--- src/rtl/datapath_pkg.sv ---
// Shared types for the sequenced bus datapath: sequencer states, mode codes
// and bus-source selection.
package datapath_pkg;

  typedef enum logic [2:0] {
    S_IDLE, S_TA, S_TB, S_TWB, S_THI, S_TMAR, S_TWAIT, S_TMDR
  } state_t;

  localparam logic [1:0] MODE_ALU  = 2'd0;
  localparam logic [1:0] MODE_WIDE = 2'd1;
  localparam logic [1:0] MODE_LOAD = 2'd2;
  localparam logic [1:0] MODE_ILL  = 2'd3;

  typedef enum logic [2:0] {
    BUS_NONE, BUS_REG, BUS_ZLO, BUS_ZHI, BUS_MDR
  } bus_sel_t;

  // Exactly one driver per state; TA/TB/TMAR all read through the register port.
  function automatic bus_sel_t bus_source(input state_t s);
    case (s)
      S_TA, S_TB, S_TMAR: return BUS_REG;
      S_TWB:              return BUS_ZLO;
      S_THI:              return BUS_ZHI;
      S_TMDR:             return BUS_MDR;
      default:            return BUS_NONE;
    endcase
  endfunction

endpackage

--- src/rtl/dp_regfile.sv ---
// General register file: one write port, bus and debug read ports.
// SEQ_DATAPATH_R0_ZERO_EN makes R0 a hard-wired zero.
module dp_regfile #(
  parameter int WIDTH = 32,
  parameter int NREGS = 16,
  localparam int RW = $clog2(NREGS)
) (
  input  logic             clk,
  input  logic             clr,
  input  logic             we,
  input  logic [RW-1:0]    waddr,
  input  logic [WIDTH-1:0] wdata,
  input  logic [RW-1:0]    raddr,
  output logic [WIDTH-1:0] rdata,
  input  logic [RW-1:0]    dbg_sel,
  output logic [WIDTH-1:0] dbg_data
);

  logic [WIDTH-1:0] regs [NREGS];
  logic             write_ok;

`ifdef SEQ_DATAPATH_R0_ZERO_EN
  assign write_ok = (waddr != '0);
  assign rdata    = (raddr == '0) ? '0 : regs[raddr];
  assign dbg_data = (dbg_sel == '0) ? '0 : regs[dbg_sel];
`else
  assign write_ok = 1'b1;
  assign rdata    = regs[raddr];
  assign dbg_data = regs[dbg_sel];
`endif

  always_ff @(posedge clk or posedge clr) begin
    if (clr) begin
      for (int i = 0; i < NREGS; i++) regs[i] <= '0;
    end else if (we && write_ok) begin
      regs[waddr] <= wdata;
    end
  end

endmodule

--- src/rtl/seq_datapath.sv ---
// Bus-based datapath with a micro-step sequencer for ALU, wide-ALU and load
// sequences. Optional hard-zero R0 via SEQ_DATAPATH_R0_ZERO_EN (in dp_regfile).
module seq_datapath
  import datapath_pkg::*;
#(
  parameter int WIDTH = 32,
  parameter int NREGS = 16,
  parameter int OPW   = 5,
  localparam int RW = $clog2(NREGS)
) (
  input  logic               clk,
  input  logic               clr,
  input  logic               start,
  input  logic [1:0]         mode,
  input  logic [OPW-1:0]     op,
  input  logic [RW-1:0]      ra,
  input  logic [RW-1:0]      rb,
  input  logic [RW-1:0]      rd,
  output logic               busy,
  output logic               done,
  output logic               err,
  output logic [WIDTH-1:0]   alu_a,
  output logic [WIDTH-1:0]   alu_b,
  output logic [OPW-1:0]     alu_op,
  input  logic [2*WIDTH-1:0] alu_c,
  output logic               mem_rd_req,
  output logic [WIDTH-1:0]   mem_addr,
  input  logic [WIDTH-1:0]   mem_rdata,
  input  logic               mem_ready,
  input  logic [RW-1:0]      dbg_sel,
  output logic [WIDTH-1:0]   dbg_data,
  output logic [WIDTH-1:0]   hi,
  output logic [WIDTH-1:0]   lo
);

  state_t             state;
  logic [1:0]         mode_q;
  logic [OPW-1:0]     op_q;
  logic [RW-1:0]      ra_q, rb_q, rd_q;
  logic [WIDTH-1:0]   y, mar, mdr, hi_q, lo_q;
  logic [2*WIDTH-1:0] z;
  logic               done_q, err_q, ill_pend;
  logic [WIDTH-1:0]   bus, rf_rdata;
  logic [RW-1:0]      rf_raddr;
  logic               rf_we;

  assign rf_raddr = (state == S_TA) ? ra_q : rb_q;
  assign rf_we    = (state == S_TWB && mode_q == MODE_ALU) || (state == S_TMDR);

  dp_regfile #(.WIDTH(WIDTH), .NREGS(NREGS)) u_regfile (
    .clk      (clk),
    .clr      (clr),
    .we       (rf_we),
    .waddr    (rd_q),
    .wdata    (bus),
    .raddr    (rf_raddr),
    .rdata    (rf_rdata),
    .dbg_sel  (dbg_sel),
    .dbg_data (dbg_data)
  );

  always_comb begin
    bus = '0;
    case (bus_source(state))
      BUS_REG: bus = rf_rdata;
      BUS_ZLO: bus = z[WIDTH-1:0];
      BUS_ZHI: bus = z[2*WIDTH-1:WIDTH];
      BUS_MDR: bus = mdr;
      default: bus = '0;
    endcase
  end

  // An illegal mode stays in IDLE; ill_pend delays its done by one cycle so
  // it lands one cycle after the accepting edge like the other sequences.
  always_ff @(posedge clk or posedge clr) begin
    if (clr) begin
      state    <= S_IDLE;
      mode_q   <= '0;
      op_q     <= '0;
      ra_q     <= '0;
      rb_q     <= '0;
      rd_q     <= '0;
      y        <= '0;
      z        <= '0;
      hi_q     <= '0;
      lo_q     <= '0;
      mar      <= '0;
      mdr      <= '0;
      done_q   <= 1'b0;
      err_q    <= 1'b0;
      ill_pend <= 1'b0;
    end else begin
      done_q   <= ill_pend;
      ill_pend <= 1'b0;
      case (state)
        S_IDLE: begin
          if (start) begin
            mode_q <= mode;
            op_q   <= op;
            ra_q   <= ra;
            rb_q   <= rb;
            rd_q   <= rd;
            err_q  <= (mode == MODE_ILL);
            case (mode)
              MODE_ALU, MODE_WIDE: state <= S_TA;
              MODE_LOAD:           state <= S_TMAR;
              default:             ill_pend <= 1'b1;
            endcase
          end
        end
        S_TA: begin
          y     <= bus;
          state <= S_TB;
        end
        S_TB: begin
          z     <= alu_c;
          state <= S_TWB;
        end
        S_TWB: begin
          if (mode_q == MODE_WIDE) begin
            lo_q  <= bus;
            state <= S_THI;
          end else begin
            done_q <= 1'b1;
            state  <= S_IDLE;
          end
        end
        S_THI: begin
          hi_q   <= bus;
          done_q <= 1'b1;
          state  <= S_IDLE;
        end
        S_TMAR: begin
          mar   <= bus;
          state <= S_TWAIT;
        end
        S_TWAIT: begin
          if (mem_ready) begin
            mdr   <= mem_rdata;
            state <= S_TMDR;
          end
        end
        S_TMDR: begin
          done_q <= 1'b1;
          state  <= S_IDLE;
        end
        default: state <= S_IDLE;
      endcase
    end
  end

  assign busy       = (state != S_IDLE);
  assign done       = done_q;
  assign err        = err_q;
  assign alu_a      = y;
  assign alu_b      = bus;
  assign alu_op     = op_q;
  assign mem_rd_req = (state == S_TWAIT);
  assign mem_addr   = mar;
  assign hi         = hi_q;
  assign lo         = lo_q;

endmodule

--- config.mk ---
export PLATFORM = sky130hd
export DESIGN_NAME = seq_datapath
export DESIGN_NICKNAME = d
export VERILOG_FILES = /design/src/rtl/datapath_pkg.sv /design/src/rtl/dp_regfile.sv /design/src/rtl/seq_datapath.sv
export SDC_FILE = /design/constraint.sdc
export NUM_CORES = 2
export LEC_CHECK = 0
export ABC_CLOCK_PERIOD_IN_PS = 28200
export CAP_MARGIN = 20
export CORE_AREA = 2 2 204 356
export CTS_CLUSTER_SIZE = 14
export DETAILED_ROUTE_END_ITERATION = 16
export DIE_AREA = 0 0 206 358
export PLACE_DENSITY = 0.76
export SYNTH_ARGS = -nofsm -noshare
export SYNTH_HDL_FRONTEND = slang
export SYNTH_SLANG_ARGS = --single-unit
--- constraint.sdc ---
create_clock -name clk -period 28.2 [get_ports clk]
set_input_delay 4.23 -clock clk [delete_from_list [all_inputs] [get_ports clk]]
set_output_delay 4.23 -clock clk [all_outputs]
set_load 0.05 [all_outputs]
# Word-level counts from Yosys, hierarchy flattened
# Cells that the tools add are included.
[totals] reg_bits=761 out_inout_bits=201
[op_classes] order_cmp=4 n_eq_ne=18 muxes=22 n_bitwise=3 n_reduce_logical=15
[ops] operator="$bwmux W512" count=1
[ops] operator="$bmux W32 S4" count=2
[ops] operator="$mux W32" count=5
[ops] operator="$demux W32 S4" count=1
[ops] operator="$pmux W32 S4" count=1
[ops] operator="$pmux W3 S7" count=1
[ops] operator="$eq A3 B3 Y1 const B" count=5
[ops] operator="$ge A5 B5 Y1 const B" count=3
[ops] operator="$not A4 Y5" count=3
[ops] operator="$eq A3 B2 Y1 const B" count=4
[ops] operator="$pmux W3 S4" count=1
[ops] operator="$mux W3" count=3
[ops] operator="$eq A3 B1 Y1 const B" count=2
[ops] operator="$pmux W3 S2" count=1
[ops] operator="$reduce_and A2 Y1" count=3
[ops] operator="$reduce_or A3 Y1" count=2
[ops] operator="$lt A5 B1 Y1 const B" count=1
[ops] operator="$eq A2 B1 Y1 const B" count=2
[ops] operator="$eq A2 B2 Y1 const B" count=2
[ops] operator="$logic_not A2 Y1" count=2
[ops] operator="$mux W1" count=4
[ops] operator="$mux W4" count=1
[ops] operator="$reduce_or A2 Y1" count=2
[ops] operator="$logic_not A3 Y1" count=1
[ops] operator="other kinds (8)" count=9

# Logic depth before layout (Yosys ltp)
[logic_depth] word_depth=8 mapped_depth=13

# Modules after synthesis
# From an unflattened synthesis, not the netlist that was laid out.
[unflattened] hier_cells=2740 area_unflattened_um2=38348.0
[by_module_without_submodules] mod="dp_regfile" n_inst=1 cells_each=1677 area_each_um2=26511.7 seq_area_each_um2=12812.3
[by_module_without_submodules] mod="seq_datapath" n_inst=1 cells_each=1063 area_each_um2=11836.4 seq_area_each_um2=6231.0

# Worst setup path before layout
# Ideal clock, no wire load.
[synth_timing] path_type="input to output" startpoint="input dbg_sel[0]" endpoint="output dbg_data[10]" arrival_ns=6.533 required_ns=23.970 path_slack_ns=17.437 path_stages=5 path_buffers=3 path_cell_list="clkbuf_1 clkbuf_1 clkbuf_1 mux4_2 mux4_2"
[synth_via] elab_chain_cells=4
[synth_lines] item="from (decl)" line="seq_datapath.sv:30" source="input logic [RW-1:0] dbg_sel,"
[synth_lines] item="$not A4 Y5 (not written as such)" line="dp_regfile.sv:29" source="assign dbg_data = regs[dbg_sel];"
[synth_lines] item="$bmux W32 S4" line="dp_regfile.sv:29"
[synth_lines] item="$mux W32 (not written as such) (2 in series)" line="dp_regfile.sv:29"
[synth_lines] item="to (decl)" line="seq_datapath.sv:31" source="output logic [WIDTH-1:0] dbg_data,"
# Every way passes these cells. The select of a mux whose other input is x is not followed.

# Final worst setup path
[layout_timing] startpoint="input dbg_sel[1]" endpoint="output dbg_data[9]"
# The elaborated chain is that of the path after synthesis.

==> qor.csv <==
stage,metric,value,unit
global_route,use_met3,0.129,
global_route,met1_usage,0.489,
yosys,ys_top_cells_by_area,"dfrtp_1, a22o_1, mux4_2",
power_and_ir_drop,ir_drop,0.109,mV
final_layout,fin_util,0.630,
drt,vias,32166,
setup_path,crit_start,dbg_sel[1],
drt,drt-initial-drc-count,4535,
setup_path,ff2ff_setup_slack,22.23,ns
sta,relSlewSlack,0.166,
final_layout,stdcell_count,4166,
yosys,ys_top_cells_by_count,"dfrtp_1, a22o_1, a211oi_1, clkbuf_1, mux2_2",
sta,finalClockSkew,0.0226,ns
drt,viasPerCell,7.72,
global_route,top_usage_layer,met2,
yosys,synth_cell_types,51,
setup_path,reg2reg_to,u_regfile.regs[198]$_DFFE_PP0P_,
min_path,hold_path_end,done$_DFF_PP0_,
yosys,synthCells,3061,
yosys,synth_most_common_cell,dfrtp_1,
drt,drt_wl_total,145000,um
yosys,synth_compound_area_frac,0.243,
yosys,synth_edf_count,0,
setup_path,r2r_cells,10,
sta,finalCritPeriodShare,0.430,
cts,max-clock-path-buffers,3,
cts,htreeDepth,3,
floorplan,start_util,0.547,
job,max_cap_viol_count,0,
place,gp_congestion,0.940,
power_and_ir_drop,powerDensity,132,nW/um^2
min_path,min_path_cells,1,
sta,slew_viol_final,0,
setup_path,end_kind,primary output,
global_route,grt_pass1_vias,33107,
place,dp.cells,4033,
cts,cts_sinks,761,
final_layout,drive_gt1_frac,0.195,
yosys,synth_ff_type,dfrtp_1,
floorplan,dieArea,73700,sq um
cts,cts_tree,yes,
cts,ctsHoldBuffers,0,
cts,cts_made_buffers,72,
yosys,synth_top_family_by_area,compound AO/OA/AOI/OAI gates,
place,portBuffers,323,
cts,path_clk_slew,0.06,ns
floorplan,die_w,206,um
final_layout,fin_area,44600,sq um
global_route,grt-ovfl-total,0,
sta,tightest_slew,1.25,ns
yosys,ys_warn_count,0,
cts,clk_latency,0.64,ns
yosys,avgSynthCellArea,12.6,sq um
global_route,grt_pass1_wl,214000,um
drt,ant_nets,0,
floorplan,rows,129,
setup_path,critPathRequiredTime,23.97,ns
global_route,antenna_found_initial,3,
cts,post-cts-setup-buffers,0,
yosys,synth_top_area_share,0.492,
min_path,hold_start,ill_pend$_DFF_PP0_,
sta,fmaxAchievable,82.4,MHz
floorplan,ios,324,
yosys,async_flop_share,1.00,
cts,post_cts_resized,0,
setup_path,cp-start-kind,input port,
yosys,synthMuxAreaShare,0.163,
final_layout,nets,3330,
sta,fin_crit,12.14,ns
place,place_area,42100,sq um
yosys,syn_area,38700,sq um
final_layout,syn2layout_area_growth,15.2,%
yosys,synth_top_cell_by_area,dfrtp_1,
yosys,synth-adder-area-share,0.00194,
cts,cts_root_buf,clkbuf_16,
yosys,ys_ff_latch,761,
floorplan,die_h,358,um
setup_path,critPathKind,in2out,
global_route,gr-usage-met2,0.582,
min_path,hold_path_class,reg2reg,
yosys,synth_xor_area_frac,0,
sta,setup_violations,0,
yosys,seq_area_frac_synth,0.492,
final_layout,nFillCells,5392,
drt,drcViolationCount,0,
drt,wl_per_cell,34.7,um
sta,fin_setup_tns,0,ns
place,dp_hpwl,84700,um
sta,hold_viol_final,0,
yosys,synth_nets,3190,
setup_path,critPathArrivalTime,7.91,ns
global_route,grt_max_degree,188,
sta,grt_setup_unrepaired,no,
global_route,grt_util_all_layers,0.393,
setup_path,path_max_fanout,76,
floorplan,core,70700,sq um
drt,drt-pass1-iter-count,8,
setup_path,r2r-start,state[1]$_DFFE_PP0P_,
power_and_ir_drop,leakage,19.1,nW
yosys,yosys.area_share.simple,0.0337,
status,status,finished clean,
## cells in the final DEF, fill, tap and decap left out, types with 5 or more instances in the layout
| cell | count |
|---|---|
| nor2b_1 | 6 |
| a22o_1 | 640 |
| o211ai_2 | 30 |
| clkbuf_16 | 75 |
| ha_1 | 6 |
| nor2_2 | 19 |
| or3_1 | 31 |
| buf_4 | 108 |
| and2b_1 | 29 |
| nor2_1 | 71 |
| mux2i_1 | 64 |
| o311ai_1 | 32 |
| mux2_2 | 168 |
| clkdlybuf4s50_1 | 319 |
| mux2_1 | 11 |
| o22ai_1 | 32 |
| clkbuf_8 | 14 |
| dfrtp_1 | 759 |
| a211oi_1 | 318 |
| nand2_1 | 26 |
| or4_1 | 32 |
| clkinv_2 | 12 |
| a222oi_1 | 32 |
| inv_1 | 165 |
| buf_8 | 5 |
| mux4_2 | 160 |
| clkbuf_1 | 12 |
## metal layers
metal | part of all wire | routed length (um)
met5 | 0 | 0
met4 | 0.078 | 11300
met3 | 0.14 | 20300
met2 | 0.44 | 63900
met1 | 0.34 | 49100
## cells by family (layout without fill, tap and decap cells)
| family | after synthesis | count (layout) |
|---|---|---|
| multiplexers | 405 | 405 |
| buffers and inverters | 543 | 729 |
| AO/OA/AOI/OAI | 1107 | 1107 |
| flip-flops | 761 | 761 |
| AND/OR/NAND/NOR | 239 | 239 |
| adder cells (fa/ha/maj) | 6 | 6 |
| other | 0 | 2 |
## sequential cells by signal (all words and copies together), names as in the netlist, 2 cells and up
signal and flops:
u_regfile.regs 512, z 64, alu_a 32, hi 32, lo 32, mdr 32, mem_addr 32, alu_op 5
ra_q 4, rb_q 4, rd_q 4, state 3, mode_q 2
## per-stage QoR
stage	power, mW	hold WS [ns]	setup WS [ns]
global route	6.04	0.490	16.01
global placement	4.69	0.435	16.26
CTS	5.75	0.445	16.16
finish	5.87	0.444	16.06
floorplan	3.86	0.417	2.61
detailed placement	4.78	0.435	16.15
## layout make-up
| class | instances | area (sq um) | share of cell area |
|---|---|---|---|
| Tap cell | 917 | 1150 | 0.0257 |
| Multi-Input combinational cell | 1757 | 17200 | 0.386 |
| Clock inverter | 20 | 148 | 0.00331 |
| Timing Repair Buffer | 443 | 4280 | 0.0959 |
| Antenna cell | 2 | 5.00 | 0.000112 |
| Inverter | 166 | 631 | 0.0142 |
| Sequential cell | 761 | 19000 | 0.427 |
| Clock buffer | 100 | 2100 | 0.0471 |
## critical path, stage by stage
cell and delay [ns]:
buf_4 0.67, buf_4 0.99, mux4_2 0.61, mux4_2 0.61
clkdlybuf4s50_1 0.75
## worst max path at each step
stage | end | slack, ns | depth (start not counted)
2_1_floorplan | alu_a[0]$_DFFE_PP0P_ | 2.61 | 1
3_3_place_gp | dbg_data[9] | 16.26 | 5
3_5_place_dp | dbg_data[9] | 16.15 | 5
4_1_cts | dbg_data[9] | 16.16 | 5
5_1_grt | dbg_data[9] | 16.01 | 5
6_report | dbg_data[9] | 16.06 | 5
## report_power, final
part / internal, mW / leakage, nW / switching, mW / total [mW]
clock network: 0.529 / 1.11 / 0.441 / 0.970
registers: 1.44 / 10.2 / 0.311 / 1.75
logic: 1.05 / 7.71 / 2.10 / 3.15
total: 3.02 / 19.1 / 2.85 / 5.87
(Power assumes the default switching activity.)
